`config.mk`:
```
export PLATFORM = sky130hd
export DESIGN_NAME = addsub_seq_accumulator
export DESIGN_NICKNAME = d
export VERILOG_FILES = /design/src/rtl/addsub_seq_accumulator_pkg.sv /design/src/rtl/addsub_seq_accumulator_addsub_unit.sv /design/src/rtl/addsub_seq_accumulator.sv
export SDC_FILE = /design/constraint.sdc
export NUM_CORES = 1
export LEC_CHECK = 0
export BUFFER_PORTS_ARGS = -buffer_cell sky130_fd_sc_hd__buf_2
export CAP_MARGIN = 15
export CORE_UTILIZATION = 45
export DETAILED_ROUTE_END_ITERATION = 8
export MAX_ROUTING_LAYER = met4
export PLACE_DENSITY = 0.66
export SLEW_MARGIN = 30
export SYNTH_ARGS = -nofsm -noshare
export SYNTH_HDL_FRONTEND = slang
export SYNTH_SLANG_ARGS = --single-unit
export TNS_END_PERCENT = 5
```
`constraint.sdc`:
```
create_clock -name clk -period 2.4 [get_ports clk]
set_clock_uncertainty 0.1 [all_clocks]
set_input_delay 0.48 -clock clk [delete_from_list [all_inputs] [get_ports clk]]
set_output_delay 0.48 -clock clk [all_outputs]
set_load 0.02 [all_outputs]
```
`src/rtl/addsub_seq_accumulator_pkg.sv`:
```
// -----------------------------------------------------------------------------
// addsub_seq_accumulator_pkg
//
// Shared definitions for the sequential add/sub accumulator slice:
//   - state_t     : controller state encoding (IDLE / RUN / DONE)
//   - DEF_WIDTH   : default datapath width
//   - DEF_CNT_W   : default repetition-counter width
//   - flag_event(): per-step contribution to the sticky carry/borrow flag
// -----------------------------------------------------------------------------
package addsub_seq_accumulator_pkg;

   localparam int DEF_WIDTH = 4;
   localparam int DEF_CNT_W = 3;

   typedef enum logic [1:0] {
      S_IDLE = 2'b00,
      S_RUN  = 2'b01,
      S_DONE = 2'b10
   } state_t;

   // An add reports wrap-around through Cout; a two's-complement subtract
   // reports a borrow when Cout is clear.
   function automatic logic flag_event(input logic op, input logic cout);
      return op ? ~cout : cout;
   endfunction

endpackage : addsub_seq_accumulator_pkg

```
`src/rtl/addsub_seq_accumulator_addsub_unit.sv`:
```
// -----------------------------------------------------------------------------
// addsub_unit
//
// Combinational WIDTH-bit adder/subtractor.
//   Sum = A + (B ^ {WIDTH{Sel}}) + Sel   (Sel=1 gives A - B in two's complement)
//
// Ports:
//   A    in  WIDTH  first operand
//   B    in  WIDTH  second operand
//   Sel  in  1      0 = add, 1 = subtract
//   Cout out 1      carry out of the MSB
//   Sum  out WIDTH  result modulo 2^WIDTH
// -----------------------------------------------------------------------------
module addsub_unit #(
   parameter int WIDTH = 4
) (
   input  logic [WIDTH-1:0] A,
   input  logic [WIDTH-1:0] B,
   input  logic             Sel,
   output logic             Cout,
   output logic [WIDTH-1:0] Sum
);

   logic [WIDTH-1:0] b_eff;
   logic [WIDTH:0]   total;

   assign b_eff = B ^ {WIDTH{Sel}};

   // One extra bit of headroom captures the carry out of the MSB.
   assign total = {1'b0, A} + {1'b0, b_eff} + {{WIDTH{1'b0}}, Sel};

   assign Cout = total[WIDTH];
   assign Sum  = total[WIDTH-1:0];

endmodule : addsub_unit

```
`src/rtl/addsub_seq_accumulator.sv`:
```
// -----------------------------------------------------------------------------
// addsub_seq_accumulator
//
// Loads an initial value, then applies acc <= acc +/- operand rep_cnt times
// through a single addsub_unit. Reports the result, a sticky carry/borrow
// flag and a one-cycle done pulse.
//
// Ports:
//   clk        in  1      system clock, rising edge
//   RESET      in  1      asynchronous, active-low reset
//   start      in  1      request, sampled only in IDLE
//   op_sel     in  1      0 = add, 1 = subtract
//   init_val   in  WIDTH  initial accumulator value, latched on start
//   operand    in  WIDTH  B operand, latched on start
//   rep_cnt    in  CNT_W  number of add/sub steps, latched on start
//   busy       out 1      high while in RUN
//   done       out 1      one-cycle pulse while in DONE
//   acc_out    out WIDTH  accumulator register
//   carry_flag out 1      sticky carry (add) / borrow (sub)
// -----------------------------------------------------------------------------
module addsub_seq_accumulator
   import addsub_seq_accumulator_pkg::*;
#(
   parameter int WIDTH = DEF_WIDTH,
   parameter int CNT_W = DEF_CNT_W
) (
   input  logic             clk,
   input  logic             RESET,
   input  logic             start,
   input  logic             op_sel,
   input  logic [WIDTH-1:0] init_val,
   input  logic [WIDTH-1:0] operand,
   input  logic [CNT_W-1:0] rep_cnt,
   output logic             busy,
   output logic             done,
   output logic [WIDTH-1:0] acc_out,
   output logic             carry_flag
);

   state_t           state_q, state_d;
   logic [WIDTH-1:0] acc_q,   acc_d;
   logic [WIDTH-1:0] b_q,     b_d;
   logic             op_q,    op_d;
   logic [CNT_W-1:0] cnt_q,   cnt_d;
   logic             flag_q,  flag_d;

   logic [WIDTH-1:0] stage_sum;
   logic             stage_cout;

   // The stage always sees the latched operand and operation, so input
   // changes after acceptance cannot disturb a running sequence.
   addsub_unit #(
      .WIDTH (WIDTH)
   ) u_addsub (
      .A    (acc_q),
      .B    (b_q),
      .Sel  (op_q),
      .Cout (stage_cout),
      .Sum  (stage_sum)
   );

   // NOTE: every always_comb target gets its hold value first, so no path
   // through the case statement can leave a signal unassigned (no latches).
   always_comb begin
      state_d = state_q;
      acc_d   = acc_q;
      b_d     = b_q;
      op_d    = op_q;
      cnt_d   = cnt_q;
      flag_d  = flag_q;

      unique case (state_q)
         S_IDLE: begin
            if (start) begin
               acc_d   = init_val;
               b_d     = operand;
               op_d    = op_sel;
               cnt_d   = rep_cnt;
               flag_d  = 1'b0;
               state_d = (rep_cnt != '0) ? S_RUN : S_DONE;
            end
         end

         S_RUN: begin
            acc_d  = stage_sum;
            flag_d = flag_q | flag_event(op_q, stage_cout);
            cnt_d  = cnt_q - CNT_W'(1);
            if (cnt_q == CNT_W'(1)) begin
               state_d = S_DONE;
            end
         end

         S_DONE: begin
            state_d = S_IDLE;
         end

         default: begin
            state_d = S_IDLE;
         end
      endcase
   end

   // NOTE: the reset is asynchronous (negedge RESET in the sensitivity list)
   // so a sequence is aborted immediately, not at the next clock edge.
   always_ff @(posedge clk or negedge RESET) begin
      if (!RESET) begin
         state_q <= S_IDLE;
         acc_q   <= '0;
         b_q     <= '0;
         op_q    <= 1'b0;
         cnt_q   <= '0;
         flag_q  <= 1'b0;
      end else begin
         // NOTE: non-blocking assignments make every register update from the
         // pre-edge values, matching the hardware regardless of statement order.
         state_q <= state_d;
         acc_q   <= acc_d;
         b_q     <= b_d;
         op_q    <= op_d;
         cnt_q   <= cnt_d;
         flag_q  <= flag_d;
      end
   end

   // Outputs are registers or decodes of the state register only.
   assign busy       = (state_q == S_RUN);
   assign done       = (state_q == S_DONE);
   assign acc_out    = acc_q;
   assign carry_flag = flag_q;

endmodule : addsub_seq_accumulator
```
Word level (Yosys, flattened, before mapping)
Index checks and enable logic that the tools add are counted.

word-level totals
  register bits after elaboration = 15
  word-level logic and storage cells = 34
  input port bits = 15
  output and inout bits = 7

cells by class
  reduce and logical (&&, ||, !) cells = 6
  multiplexer cells = 11
  bitwise operators = 3
  eq/ne operators = 5
  add/subtract/negate cells = 3

operator list
  cell                 count
  $pmux 4 s2           1
  $mux 2               3
  $pmux 3 s2           1
  $reduce_and 2->1     3
  $add 4x4->5          1
  $add 5x1->5          1
  $mux 4               1
  $pmux 2 s2           1
  $xor 4x4->4          1
  $eq 3x1->1 const B   1
  $mux 3               1
  $reduce_bool 3->1    1
  $sub 3x1->3 const B  1
  $eq 2x1->1 const B   1
  $eq 2x2->1 const B   1
  $logic_not 2->1      1
  $mux 1               2
  $ne 2x1->1 const B   1
  $ne 2x2->1 const B   1
  $pmux 1 s2           1
  $reduce_bool 2->1    1
  $not 1->1            1
  $or 1x1->1           1

Longest topological paths before layout
Gate-level depths: netlist of run 1.

  depth after elaboration = 7
  gate-level depth with buffers = 8
  gate-level depth less buffers = 7

Modules after synthesis
Synthesis of run 1 repeated with hierarchy kept, for this count alone.

second synthesis, totals
  cell total of the unflattened synthesis = 86
  area, all modules = 895.9 um2

by module, submodules not included
  module                  cells each  sequential area each (um2)  area each (um2)  instances
  addsub_seq_accumulator  66          375.4                       715.7            1
  addsub_unit             20          0.0                         180.2            1

Worst setup path after synthesis of run 1
No wires, ideal clock.

  path type = flip-flop to flip-flop
  from = register op_q
  to = register flag_q, in the netlist carry_flag
  arrival time = 1.628 ns
  setup time = 0.133 ns
  buffers on the path = 1
  stages on the path, launching flop included = 9
  path slack = 0.539 ns
  data required time = 2.167 ns
  cells stage by stage = dfrtp_1 > buf_4 > xor2_1 > inv_1 > fa_1 > nand2b_1 > a21oi_1 > xnor2_1 > o21ai_0

on the way
  cells in the longest elaborated chain, start to end = 7

ends and longest elaborated chain
  element                 RTL line                                  text
  from (decl)             addsub_seq_accumulator.sv:43              logic op_q, op_d;
  from (signal assigned)  addsub_seq_accumulator.sv:119             op_q <= op_d;
  $xor 4x4->4             addsub_seq_accumulator_addsub_unit.sv:27  assign b_eff = B ^ {WIDTH{Sel}};
  $add 4x4->5             addsub_seq_accumulator_addsub_unit.sv:30  assign total = {1'b0, A} + {1'b0, b_eff} + {{WIDTH{1'b0}}, Sel};
  $add 5x1->5             addsub_seq_accumulator_addsub_unit.sv:30
  $not 1->1               addsub_seq_accumulator_pkg.sv:24          return op ? ~cout : cout;
  $mux 1 (*)              addsub_seq_accumulator_pkg.sv:24
  $or 1x1->1 (*)          addsub_seq_accumulator.sv:86              flag_d = flag_q | flag_event(op_q, stage_cout);
  $pmux 1 s2 (*)          addsub_seq_accumulator.sv:72              unique case (state_q)
  to (signal assigned)    addsub_seq_accumulator.sv:121             flag_q <= flag_d;
  to (decl)               addsub_seq_accumulator.sv:45              logic flag_q, flag_d;

Every way passes the cells marked *; elsewhere a longest branch is shown, timed or not.
A chain may end at the register's enable or synchronous reset.

Worst setup path in the final report of run 1
Same ends and word-level chain as after synthesis.

==> results.md, run 1 <==
- The H-tree depth reported by CTS is 1.
- The Yosys step of the flow raised 0 warnings.
- The final hold violation count was 0.
- Across the whole layout, storage elements account for around 380 µm².
- The core occupancy in the finished layout is between 50% and 60%.
- The count of routing violations after the opening detailed-route iteration is 13.
- The average cell area after synthesis is slightly below 10 µm².
- The number of top-level pins is 22.
- The total area inside the core boundary comes to 1820 µm².
- The count of nets left with antenna violations once routing finished came out at 0.
- TritonCTS built the clock tree.
- In the final timing run, aggregate negative setup slack is 0 ns.
- In the final layout, the multi-input gates occupy 484 µm².
- STA puts the critical path data required time at roughly 2.5 ns.
- The clock passes through at most 2 buffers.
- The routed layout has 769 vias.
- The die is 47.2 µm wide.
- In this run the vertical extent of the chip is about 47 µm.
- The path class of the tightest hold or removal check is input pin to register.
- The pin slew with the least headroom to its limit is between 0.3 and 0.4 ns.
- The share of synthesized flip-flops with an asynchronous set or reset is 100%.
- The number of setup buffers added after CTS is 0.
- Setup slack closes at around 0.47 ns.
- The pre-CTS worst setup slack is between 0.4 and 0.5 ns.
- The final setup violation count is 0.
- Buffers inserted during clock tree synthesis total 3.
- The routed via count divided by cell count is around 5.4.
- The achievable frequency is 0.517 GHz.
- In this run the most critical hold path is launched from operand[3].
- In this run, distinct cell masters in the synthesized netlist total 27.
- In this run the core area contains 15 standard-cell rows.
- The synthesized netlist occupies a cell area of between 900 and 1000 µm².
- Setup repair after global routing left no endpoint under its margin.
- The first-pass iteration count of the detailed router is 4.
- The tree is rooted in a sky130_fd_sc_hd__clkbuf_4.
- The via count of the first global-routing pass came to approximately 690.
- For this design the static power due to leakage is about 0.51 nW.
- The beginning of the critical path is op_q$_DFFE_PN0P_.
- Dividing the final minimum period by the clock period gives 80.6%.
- The final count of pins violating max slew came to 0.
- The routed wire length is around 1.9 mm.
- The count of max-cap constraint violations is 0.
- Dividing total power by cell area gives a power density of approximately 1700 nW/µm².
- The worst setup path is captured at a register.
- The fraction of final layout cells with drive strength greater than 1 is a little under a third.
- The data arrival time of the critical path is about 2 ns.
- The sum of net half-perimeters after detailed placement is 1.43 mm.
- The diode insertion count for antenna repair is 0.
- The post-CTS clock slew at the launch and capture registers of the worst setup and hold paths is ~0.090 ns.
- The initial utilization of the core area, before any placement, comes to between 50 and 60%.
- In the synthesized netlist, the number of instances is 94.
- Global routing finished with a remaining overflow of 0.
- The worst vdd rail ir drop is just over 0.9 mV.
- The final design instance area without fill is roughly 1100 µm².
- The total nets after synthesis is about 120.
- The path type of the worst setup path is register to register.
- The number of flops mapped to enable cells by yosys is 0.
- The worst setup path is launched from a register.
- The remaining routing DRC violations is 0.
- The number of clock sinks is 15.
- From synthesis to final layout, the design area changed by 17.3%.
- The flow ran to the end, and the final reports show no timing, DRC or antenna violations.
- The die covers approximately 2200 µm².
- The global routing usage summed across all routing layers is between 20% and 30%.
- The first global-routing pass estimated 3.04 mm of wire.
- In the synthesized netlist the dominant register cell turns out to be sky130_fd_sc_hd__dfrtp_1.
- The source-to-sink clock delay at the later pin of the worst-skew pair is roughly 0.29 ns.
- Sequential cells were found to cover between 40% and 50% of the synthesized design area.
- At the end of routability-driven placement, the weighted congestion stood at approximately 0.8.
- The maximum net fanout on the critical path is 6.
- The shortest clock period the worst path allows after layout is 1.93 ns.
- The number of nets in the layout is 139.
- The worst register-to-register path begins at op_q$_DFFE_PN0P_.
- After detailed placement, the total cell area comes to roughly 1000 µm².
- The pin count of the biggest net entering global routing is 16.
- The worst max-slew margin expressed relative to the limit is about three quarters.
- The count of filler cells inserted in the layout is 177.
- In this run, synthesis produced a sequential element count of 15.
- The initial antenna violation count is 0.
- Port buffering added 21 buffers.
- The overall power consumption is 1.81 mW.
- The routed length per placed instance is roughly 13 µm.
-- cell families (layout without fill, tap and decap cells) --
logic type | after synthesis | in the layout | share of synthesized area, %
AOI/OAI and AO/OA | 27 | 27 | 18.8
xor gates and xnor gates | 6 | 6 | 5.72
adders and majority gates | 6 | 6 | 8.98
buffers and inverters | 13 | 36 | 6.53
DFF | 15 | 15 | 40.8
muxes | 6 | 6 | 7.21
and+or+nand+nor | 21 | 21 | 12.0
-- repair_timing --
action | CTS | global route
gates resized for setup | 0 | 0
hold buffers | 1 | 0
endpoints found under the setup margin | 0 | 0
endpoints found under the hold margin | 15 | 0
-- worst paths after layout --
path,to,slack [ns],cells after the start
setup / recovery,carry_flag$_DFFE_PN0P_,0.47,7
hold / removal,b_q[3]$_DFFE_PN0P_,0.31,2
setup reg to reg,carry_flag$_DFFE_PN0P_,0.47,7
hold reg to reg,cnt_q[1]$_DFFE_PN0P_,0.41,1
max in group asynchronous,state_q[1]$_DFFE_PN0P_,1.43,2
min in group asynchronous,b_q[1]$_DFFE_PN0P_,0.51,2
-- Yosys cell counts, drive strengths merged (3+ instances only) --
library cell | instances | area, µm²
buf | 5 | 30.0
dfrtp | 15 | 375
o22a | 5 | 43.8
xnor2 | 3 | 26.3
inv | 8 | 30.0
mux2 | 5 | 56.3
nor3 | 3 | 15.0
xor2 | 3 | 26.3
a21oi | 9 | 45.0
nor2 | 10 | 45.0
o21ai | 5 | 25.0
o22ai | 5 | 31.3
nand2b | 3 | 26.3
ha | 5 | 62.6
-- routing by layer --
layer / wire, µm / up-vias / global-route usage [%]
met1: 953 / 363 / 28.9
li1: - / 379 / -
met5: 0 / - / -
met2: 784 / 21 / 28.9
met3: 84 / 6 / 5.77
met4: 37 / 0 / 8.57
-- placed cells by master, fill, tap and decap left out, types with 2 or more instances in the layout --
cell                        n
sky130_fd_sc_hd__nand2_1    2
sky130_fd_sc_hd__nor3_1     3
sky130_fd_sc_hd__o22a_1     5
sky130_fd_sc_hd__nand3_1    2
sky130_fd_sc_hd__buf_4      2
sky130_fd_sc_hd__clkbuf_4   3
sky130_fd_sc_hd__nand2b_1   2
sky130_fd_sc_hd__dfrtp_1   15
sky130_fd_sc_hd__o21ai_0    4
sky130_fd_sc_hd__o22ai_1    5
sky130_fd_sc_hd__buf_2     21
sky130_fd_sc_hd__xor2_1     3
sky130_fd_sc_hd__mux2_2     5
sky130_fd_sc_hd__ha_1       5
sky130_fd_sc_hd__a21oi_1    9
sky130_fd_sc_hd__nor2_1     9
sky130_fd_sc_hd__xnor2_1    3
sky130_fd_sc_hd__inv_1      7
-- area by class of cell --
type | instances | share of cell area (%)
multi-input combinational | 66 | 44.9
timing repair buffer | 24 | 12.1
clock inverter | 1 | 0.464
tap | 25 | 2.90
inverter | 8 | 2.78
clock buffer | 3 | 2.09
sequential | 15 | 34.8
-- sequential cells by signal (all words and copies together) (netlist names) --
name,count
op_q,1
b_q,4
acc_out,4
carry_flag,1
cnt_q,3
state_q,2
-- worst max-delay path, stage by stage, from the launching register on --
cell and delay, ns:
sky130_fd_sc_hd__dfrtp_1 0.50, sky130_fd_sc_hd__xor2_1 0.21, sky130_fd_sc_hd__inv_1 0.08, sky130_fd_sc_hd__fa_1 0.42, sky130_fd_sc_hd__nand2b_1 0.16, sky130_fd_sc_hd__a21oi_1 0.15
sky130_fd_sc_hd__xnor2_1 0.13, sky130_fd_sc_hd__o21ai_0 0.08
-- report_power, final --
part	switching (mW)	internal (mW)
logic	0.576	0.543
clock network	0.0880	0.0621
registers	0.157	0.388
total	0.821	0.993
-- per-stage QoR --
step	std cells	hold WS, ns
after floorplan	94	0.0844
after global placement	137	0.310
after detailed placement	137	0.311
after CTS	142	0.306
after global routing	142	0.298
final	142	0.312
Note: power is estimated with default switching activity, not from simulation.
==> run 2: changes to the inputs <==
==> constraint.sdc (replaced) <==
create_clock -name clk -period 1.9 [get_ports clk]
set_clock_uncertainty 0.1 [all_clocks]
set_input_delay 0.38 -clock clk [delete_from_list [all_inputs] [get_ports clk]]
set_output_delay 0.38 -clock clk [all_outputs]
set_load 0.02 [all_outputs]
==> results.md, run 2 (synthesis gave the netlist of run 1 again) <==
- The maximum net fanout on the critical path is 5 (-1).
- The worst vdd rail ir drop came to 1.49 mV (+60%).
- The global routing usage summed across all routing layers came to 22.7% (+1.7 points).
- The root buffer cell chosen for the clock tree is sky130_fd_sc_hd__clkbuf_4.
- The count of max-cap constraint violations is 0 (unchanged).
- The area growth from synthesis to final layout is 20.4%.
- The cell total after placement is 137 (unchanged).
- The remaining routing DRC violations was 0 (unchanged).
- The achievable frequency was 0.562 GHz (+8.7%).
- The largest delay contributor family on the critical path is flip-flops.
- The required time reported for the critical path endpoint is 1.97 ns (-0.51 ns).
- The number of placement rows came to 15 (unchanged).
- The routed length per placed instance is 14.1 µm (+7.9%).
- The die outline area is 2230 µm² (unchanged).
- The total number of vias is 773 (+0.52%).
- The via count of the first global-routing pass is 779 (+13%).
- The global-route wire length before repair is 3.37 mm (+11%).
- The setup TNS is 0 ns (unchanged).
- Setup repair after global routing left no endpoint under its margin.
- The pin slew with the least headroom to its limit was 0.347 ns (-0.00413 ns).
- The floorplan die height is 47.2 µm (unchanged).
- The overall overflow remaining after global route is 0 (unchanged).
- The source-to-sink clock delay at the later pin of the worst-skew pair is 0.28 ns (about the same).
- The final setup violation count was 0 (unchanged).
- The number of port buffers is 21 (unchanged).
- The buffers plus inverters on the worst setup path is 1 (unchanged).
- The overall power consumption came to 2.41 mW (+33%).
- The post-route clock period utilization is 93.7% (+13 points).
- The CTS buffer count is 3 (unchanged).
- STA classifies the critical path startpoint as a register.
- The tightest min-delay check is of the input pin to register type.
- Leaving out fill and tap cells, the most frequent cell in the layout is sky130_fd_sc_hd__buf_2.
- The pin count of the biggest net entering global routing is 17 (+1).
- STA classifies the critical path endpoint as a register.
- The count of routing violations after the opening detailed-route iteration is 24 (+11).
- The remaining antenna violation count after routing came to 0 (unchanged).
- The diode insertion count for antenna repair is 0 (unchanged).
- The initial antenna violation count is 0 (unchanged).
- The power density of the placed cells was 2170 nW/µm² (+29%).
- The final design instance area without fill is 1110 µm² (+2.7%).
- The data arrival time of the critical path is 1.85 ns (-0.16 ns).
- The post-detailed-placement cell area is 1040 µm² (unchanged).
- The core region area is 1820 µm² (unchanged).
- The leakage power is 0.513 nW (+0.46%).
- The effective utilization at floorplan is 50.5% (unchanged).
- The path type of the worst setup path is register to register.
- The shortest clock period the worst path allows after layout is 1.78 ns (-0.154 ns).
- The flow ran to the end, and the final reports show no timing, DRC or antenna violations.
- The top cell types in the final layout, fill and taps aside, are 21 x sky130_fd_sc_hd__buf_2, 14 x sky130_fd_sc_hd__dfrtp_1, 9 x sky130_fd_sc_hd__nor2_1.
- The post-CTS clock slew at the launch and capture registers of the worst setup and hold paths is 0.10 ns (about the same).
- The routed via count divided by cell count came to 5.41 (-0.18%).
- The routability-driven placement congestion ratio is 0.820 (+3.2%).
- The final count of pins violating max slew is 0 (unchanged).
- The number of top-level pins is 22 (unchanged).
- The number of nets in the layout came to 140 (+0.72%).
- The die span in x is 47.2 µm (unchanged).
- The routed wire length is 2.02 mm (+8.7%).
- The final cell count without fillers is 143 (+0.70%).
- The sum of net half-perimeters after detailed placement came to 1.49 mm (+3.9%).
- The final hold violation count was 0 (unchanged).
- The critical path's slowest cell is sky130_fd_sc_hd__dfrtp_1.
- Traced cell by cell, the critical path runs through buf_4 -> xor2_1 -> ha_1 -> a21oi_1 -> o21ai_1 -> xnor2_1 -> o211ai_2.
- The H-tree depth reported by CTS was 1 (unchanged).
- The worst max-slew margin expressed relative to the limit came to 76.9% (+0.28 points).
- The maximum number of buffers from clock root to sink is 2 (unchanged).
- The first-pass iteration count of the detailed router is 4 (unchanged).
- The number of clock sinks came to 15 (unchanged).
- The biggest cell delay along the critical path came to 0.42 ns (-0.08 ns).
- The TritonCTS clock tree is done.
- The fraction of final layout cells with drive strength greater than 1 is 36.4% (+5.7 points).
## run 2: area by class of cell
cell class / count / area, µm²
timing repair buffer: 25 / 138
clock buffer: 3 / 22.5
fill: 182 / 713
tap: 25 / 31.3
inverter: 8 / 30.0
sequential: 15 / 377
multi-input combinational: 66 / 504
clock inverter: 1 / 5.00
## run 2: timing repair
item                       CTS  global route
setup endpoints to repair    0             2
buffers inserted             0             1
resized for setup            0             6
hold endpoints to repair    15             0
hold buffers                 1             0
## run 2: through the flow
stage / hold slack (ns) / utilization (%) / worst slack [ns]
after floorplan: -0.0156 / - / 0.0391
after global placement: 0.206 / 57.2 / 0.117
after detailed placement: 0.206 / 57.2 / 0.0376
after CTS: 0.219 / 59.2 / 0.00300
after global routing: 0.209 / 60.8 / 0.0160
final: 0.221 / 60.8 / 0.120
## run 2: final timing paths
check                                              end                 start  slack, ns  cells after the start
worst min register to register    cnt_q[1]$_DFFE_PN0P_  cnt_q[1]$_DFFE_PN0P_       0.41                      1
worst max register to register  acc_out[3]$_DFFE_PN0P_      op_q$_DFFE_PN0P_       0.12                      7
worst min-delay path                  op_q$_DFFE_PN0P_                op_sel       0.22                      2
max in group asynchronous       state_q[1]$_DFFE_PN0P_                 RESET       0.98                      2
min in group asynchronous       carry_flag$_DFFE_PN0P_                 RESET       0.44                      2
worst max-delay path            acc_out[3]$_DFFE_PN0P_      op_q$_DFFE_PN0P_       0.12                      7
## run 2: layer usage
layer,vias to the layer above,track usage (%),share of wire [%]
met2,28,34.2,49
met4,0,8.00,0.59
met5,-,-,0
met1,366,31.7,44
li1,377,-,-
met3,2,2.31,6.2
## run 2: report_power, final
group / total [mW] / leakage [nW] / internal (mW) / switching, mW
Sequential: 0.655 / 0.173 / 0.492 / 0.163
Combinational: 1.57 / 0.323 / 0.749 / 0.817
Clock: 0.186 / 0.0177 / 0.0780 / 0.108
